$ cat src/rtl/vout_mode_pkg.sv
// vout_mode_pkg: output mode and state types, plus the per-mode sync timing table
package vout_mode_pkg;
    typedef enum logic [1:0] {
        MODE_800  = 2'd0,
        MODE_1024 = 2'd1,
        MODE_1280 = 2'd2,
        MODE_RSVD = 2'd3
    } mode_t;
    typedef enum logic [1:0] {HOLD, MUTE, RUN, WAIT_VB} state_t;
    typedef struct packed {
        logic [15:0] h_total;
        logic [15:0] h_sync;
        logic [15:0] h_bporch;
        logic [15:0] h_res;
        logic [15:0] v_total;
        logic [15:0] v_sync;
        logic [15:0] v_bporch;
        logic [15:0] v_res;
        logic        hs_pol;
        logic        vs_pol;
    } timing_t;
    // The reserved code never reaches here; it falls back to 800x600 for safety
    function automatic timing_t mode_params(input mode_t mode);
        return mode == MODE_1024 ? timing_t'{16'd1344, 16'd136, 16'd160, 16'd1024, 16'd806, 16'd6, 16'd29, 16'd768, 1'b0, 1'b0} :
               mode == MODE_1280 ? timing_t'{16'd1650, 16'd40, 16'd220, 16'd1280, 16'd750, 16'd5, 16'd20, 16'd720, 1'b1, 1'b1} :
                                   timing_t'{16'd1056, 16'd128, 16'd88, 16'd800, 16'd628, 16'd4, 16'd23, 16'd600, 1'b1, 1'b1};
    endfunction
endpackage

$ cat src/rtl/vout_mode_ctrl.sv
// vout_mode_ctrl: holds the display mode, switching it only at a frame boundary
// while keeping the sync generator in reset and the RGB output muted until it settles
module vout_mode_ctrl
    import vout_mode_pkg::*;
#(
    parameter int HOLD_CYC    = 16,
    parameter int MUTE_FRAMES = 2,
    parameter int RD_HRES     = 640,
    parameter int RD_VRES     = 480
) (
    input  logic        pix_clk,
    input  logic        hdmi_rst_n,
    input  logic        I_mode_req,
    input  logic [1:0]  I_mode_sel,
    input  logic        I_vs,
    output logic [15:0] O_h_total,
    output logic [15:0] O_h_sync,
    output logic [15:0] O_h_bporch,
    output logic [15:0] O_h_res,
    output logic [15:0] O_v_total,
    output logic [15:0] O_v_sync,
    output logic [15:0] O_v_bporch,
    output logic [15:0] O_v_res,
    output logic [15:0] O_rd_hres,
    output logic [15:0] O_rd_vres,
    output logic        O_hs_pol,
    output logic        O_vs_pol,
    output logic        O_gen_rst_n,
    output logic        O_mute,
    output logic        O_busy,
    output logic [1:0]  O_mode_cur,
    output logic        O_err
);
    state_t     state;
    timing_t    tim;
    mode_t      mode_cur, pend_mode, nxt_mode;
    logic       pend, nxt_pend, vs_d, vs_act, frame_edge, req_ok;
    logic       gen_rst_n, mute, busy, err;
    logic [7:0] hold_cnt;
    logic [3:0] frm_cnt;

    assign vs_act     = I_vs ~^ tim.vs_pol;
    assign frame_edge = vs_act & ~vs_d;
    assign req_ok     = I_mode_req & (I_mode_sel != 2'd3);
    // A request in this very cycle wins over whatever is already pending
    assign nxt_pend   = req_ok | pend;
    assign nxt_mode   = req_ok ? mode_t'(I_mode_sel) : pend_mode;

    always_ff @(posedge pix_clk or negedge hdmi_rst_n) begin
        if (!hdmi_rst_n) begin
            state     <= HOLD;
            tim       <= mode_params(MODE_800);
            mode_cur  <= MODE_800;
            pend_mode <= MODE_800;
            pend      <= 1'b0;
            vs_d      <= 1'b0;
            hold_cnt  <= '0;
            frm_cnt   <= '0;
            gen_rst_n <= 1'b0;
            mute      <= 1'b1;
            busy      <= 1'b1;
            err       <= 1'b0;
        end else begin
            err       <= I_mode_req & (I_mode_sel == 2'd3);
            vs_d      <= vs_act;
            pend      <= nxt_pend;
            pend_mode <= nxt_mode;
            case (state)
                HOLD: begin
                    if (hold_cnt == 8'(HOLD_CYC - 1)) begin
                        state     <= MUTE;
                        hold_cnt  <= '0;
                        gen_rst_n <= 1'b1;
                        vs_d      <= 1'b0;
                    end else begin
                        hold_cnt <= hold_cnt + 8'd1;
                    end
                end
                MUTE: begin
                    if (frame_edge) begin
                        frm_cnt <= frm_cnt + 4'd1;
                        if (frm_cnt + 4'd1 == 4'(MUTE_FRAMES)) begin
                            frm_cnt <= '0;
                            mute    <= 1'b0;
                            if (nxt_pend && nxt_mode != mode_cur) begin
                                state <= WAIT_VB;
                            end else begin
                                state <= RUN;
                                busy  <= 1'b0;
                                pend  <= 1'b0;
                            end
                        end
                    end
                end
                RUN: begin
                    if (nxt_pend && nxt_mode != mode_cur) begin
                        state <= WAIT_VB;
                        busy  <= 1'b1;
                    end else if (nxt_pend) begin
                        pend <= 1'b0;
                    end
                end
                WAIT_VB: begin
                    // New timing lands together with the generator reset
                    if (frame_edge) begin
                        state     <= HOLD;
                        tim       <= mode_params(nxt_mode);
                        mode_cur  <= nxt_mode;
                        pend      <= 1'b0;
                        gen_rst_n <= 1'b0;
                        mute      <= 1'b1;
                    end
                end
                default: state <= HOLD;
            endcase
        end
    end

    assign O_h_total   = tim.h_total;
    assign O_h_sync    = tim.h_sync;
    assign O_h_bporch  = tim.h_bporch;
    assign O_h_res     = tim.h_res;
    assign O_v_total   = tim.v_total;
    assign O_v_sync    = tim.v_sync;
    assign O_v_bporch  = tim.v_bporch;
    assign O_v_res     = tim.v_res;
    assign O_hs_pol    = tim.hs_pol;
    assign O_vs_pol    = tim.vs_pol;
    assign O_rd_hres   = 16'(RD_HRES);
    assign O_rd_vres   = 16'(RD_VRES);
    assign O_gen_rst_n = gen_rst_n;
    assign O_mute      = mute;
    assign O_busy      = busy;
    assign O_mode_cur  = mode_cur;
    assign O_err       = err;
endmodule

$ cat config.mk
export PLATFORM = sky130hd
export DESIGN_NAME = vout_mode_ctrl
export DESIGN_NICKNAME = d
export VERILOG_FILES = /design/src/rtl/vout_mode_pkg.sv /design/src/rtl/vout_mode_ctrl.sv
export SDC_FILE = /design/constraint.sdc
export NUM_CORES = 1
export LEC_CHECK = 0
export BUFFER_PORTS_ARGS = -buffer_cell sky130_fd_sc_hd__buf_2
export CAP_MARGIN = 40
export CORE_MARGIN = 2
export CORE_UTILIZATION = 44
export DETAILED_ROUTE_END_ITERATION = 8
export PLACE_DENSITY = 0.82
export SETUP_SLACK_MARGIN = 0.05
export SLEW_MARGIN = 25
export SYNTH_ARGS = -nofsm -noshare
export SYNTH_HDL_FRONTEND = slang
export SYNTH_SLANG_ARGS = --single-unit
$ cat constraint.sdc
create_clock -name pix_clk -period 2.36 [get_ports pix_clk]
set_input_delay 0 -clock pix_clk [delete_from_list [all_inputs] [get_ports pix_clk]]
set_output_delay 0 -clock pix_clk [all_outputs]
set_load 0.01 [all_outputs]
==> impl_metrics.csv <==
group,metric,value,unit
run_status,status,"complete, no violations",
global_route,grt_pass1_vias,1303,
timing,timing.clock.skew,0.00544,ns
synth,synth_warnings,0,
synth,synth_edf_count,0,
clock_tree,cts.path.max_buffers,2,
global_route,grt_pass1_wl,5910,um
clock_tree,cts_made_buffers,5,
cells_and_area,area_growth,-10.3,%
timing,hold_slack,0.00624,ns
clock_tree,clkSlewWorstSetupHoldPaths,0.06,ns
drt,vias_per_cell,3.93,
timing,fin_crit,2.05,ns
synth,netlist_instances,312,
global_route,grt_usage,0.105,
timing,slew_headroom,0.557,
critical_path,criticalPathCategory,"register to register",
clock_tree,clock-sinks,30,
critical_path,worstSetupEndpointType,"register",
drt,drt_wl_total,3940,um
drt,wl_per_cell,9.66,um
synth,netlist_area,0.00276,mm^2
drt,first_pass_iters,4,
critical_path,worst_setup_path_start_kind,"register",
cells_and_area,drive_gt1_frac,0.213,
cells_and_area,diodes,0,
floorplanning,pin_count,174,
timing,finalSetupViolCount,0,
place,post-place-ws,0.341,ns
drt,ant_nets,0,
power_and_ir_drop,fin_total_pwr,2.73,mW
timing,hold_violations,0,
drt,vias,1603,
timing,slew_viol_final,0,
flow_run,max_cap_viol_count,0,
power_and_ir_drop,ir_drop,0.000452,V
synth,synth_ff_type,"dfrtp_1",
timing,max_freq,489,MHz
synth,synth_top_area_frac,0.424,
synth,synthTopCellsByArea,"buf_4 (42%), dfrtp_1 (23%), dfstp_2 (4.8%)",
global_route,antenna_found_initial,0,
floorplanning,start_util,0.461,
floorplanning,rows,28,
clock_tree,cts_tree,"yes",
clock_tree,ctsHtreeMaxLevel,2,
synth,ys_seq_elements,30,
floorplanning,fp.dieH,83.3,um
drt,drt_iter0_drc,70,
place,io_buffers,48,
synth,yosys.area.top_type,"buf_4",
place,place_hpwl,3180,um
synth,ys_seq_area_frac,0.274,
global_route,overflow,0,
cells_and_area,layout.nets,348,
floorplanning,dieArea,0.00693,mm^2
cells_and_area,fin_util,0.414,
clock_tree,insertion_delay,0.28,ns
place,gp_congestion,0.731,
clock_tree,clk_root_buffer_cell,"clkbuf_8",
timing,fin_tns_setup,0,ns
critical_path,path_max_fanout,7,
worst_hold_path,hold_class,"input pin to register",
critical_path,cp.arrival,2.20,ns
floorplanning,die_x,83.3,um
timing,rsz0062_at_grt,"no",
critical_path,cp.required,2.52,ns
power_and_ir_drop,cellLeakagePower,1.40,nW
floorplanning,design.core.area,0.00599,mm^2
synth,avgSynthCellArea,8.86,um^2
synth,ys_types,43,
timing,post-route-period-util,0.867,
synth,async_flop_share,1.00,
timing,tightest_slew,0.664,ns
timing,final.setup.worst_slack,0.314,ns
global_route,grt_max_degree,31,
drt,drc_errors,0,
power_and_ir_drop,power_density,1100,mW/mm^2
## cell usage after synthesis (2+ instances only)
master    instances
a21oi_1           3
a22oi_1           2
a41o_1            2
and3_1            3
buf_4           156
clkbuf_1          3
conb_1            2
dfrtp_1          25
dfstp_2           5
ha_1             10
inv_1            11
mux2_2            4
nand2_1          17
nand2b_1          3
nand3_1           5
nand4_1           2
nor2_1            8
nor2b_1           4
nor3_1            3
o211ai_1          2
o21ai_0          13
o221ai_1          2
xnor2_1           3
xor2_1            5
## sequential cells by signal, indices dropped and copies added (netlist names), 2 cells and up
signal and cells:
O_h_sync 2, hold_cnt 8, pend_mode 2, state 2
O_h_bporch 2, O_mode_cur 2, frm_cnt 4
## worst max-delay path, cell delays in order, from the launching register on
cell and delay, ns:
dfrtp_1 0.44, ha_1 0.29, o41ai_1 0.52, o221ai_2 0.18, a21oi_2 0.16, mux2_1 0.34
## stage by stage
stage | cell area, um^2 | cells
after detailed placement | 2380 | 399
after global routing | 2480 | 408
after global placement | 2380 | 399
after floorplan | 3230 | 435
after CTS | 2480 | 408
final | 2480 | 408
## repair_timing
item / in CTS / in global routing
hold endpoints to repair: 25 / 0
setup buffers: 0 / 0
hold buffers: 1 / 0
gates resized for setup: 0 / 0
endpoints found under the setup margin: 0 / 0
## area by class of cell
cell class / count / area (um^2)
timing repair buffer: 49 / 250
clock inverter: 1 / 5.00
clock buffer: 7 / 86.3
fill: 577 / 3510
tap: 75 / 93.8
sequential: 30 / 757
multi-input combinational: 235 / 1240
inverter: 11 / 41.3
## path summary, 6_finish.rpt
path | start | endpoint | slack, ns | cells past startpoint
setup / recovery | frm_cnt[0] | state[1] | 0.31 | 5
hold / removal | I_mode_sel[1] | O_err | 0.006 | 2
setup reg to reg | frm_cnt[0] | state[1] | 0.31 | 5
hold reg to reg | hold_cnt[7] | hold_cnt[7] | 0.49 | 1
max in group asynchronous | hdmi_rst_n | state[0] | 1.63 | 2
min in group asynchronous | hdmi_rst_n | frm_cnt[3] | 0.30 | 2
## logic make-up (layout without fill, tap and decap cells)
group	after synthesis	in the layout	synth area share
flip-flops	30	30	0.274
AO/OA/AOI/OAI	34	34	0.0914
AND/OR/NAND/NOR	52	52	0.0946
multiplexers	6	6	0.0240
adder cells (fa/ha/maj)	10	10	0.0453
XOR/XNOR	8	8	0.0254
buffers and inverters	170	68	0.443
other	2	125	0.00272
## power breakdown
| part | switching [mW] | internal (mW) | total (mW) |
|---|---|---|---|
| Combinational | 0.796 | 0.574 | 1.37 |
| Sequential | 0.207 | 0.725 | 0.933 |
| Clock | 0.193 | 0.235 | 0.428 |
## placed cells by master (no fill, tap or decap), drive strengths merged, types with 3 or more instances in the layout
cell	count
nand2b	3
nor2	9
nor2b	4
a21oi	4
nand3	5
xnor2	3
and3	3
o21ai	13
mux2	5
inv	11
dfrtp	25
dfstp	5
clkbuf	7
conb	125
xor2	5
nand2	17
o221ai	3
nor3	3
buf	48
ha	10
## layer usage
metal | routed length, um | global-route usage | vias up
met4 | 37 | 0.0387 | 0
li1 | - | - | 775
met2 | 2130 | 0.190 | 87
met1 | 1370 | 0.106 | 734
met3 | 406 | 0.0447 | 7
met5 | 0 | 0 | -
Power figures use the tool's default switching activity.
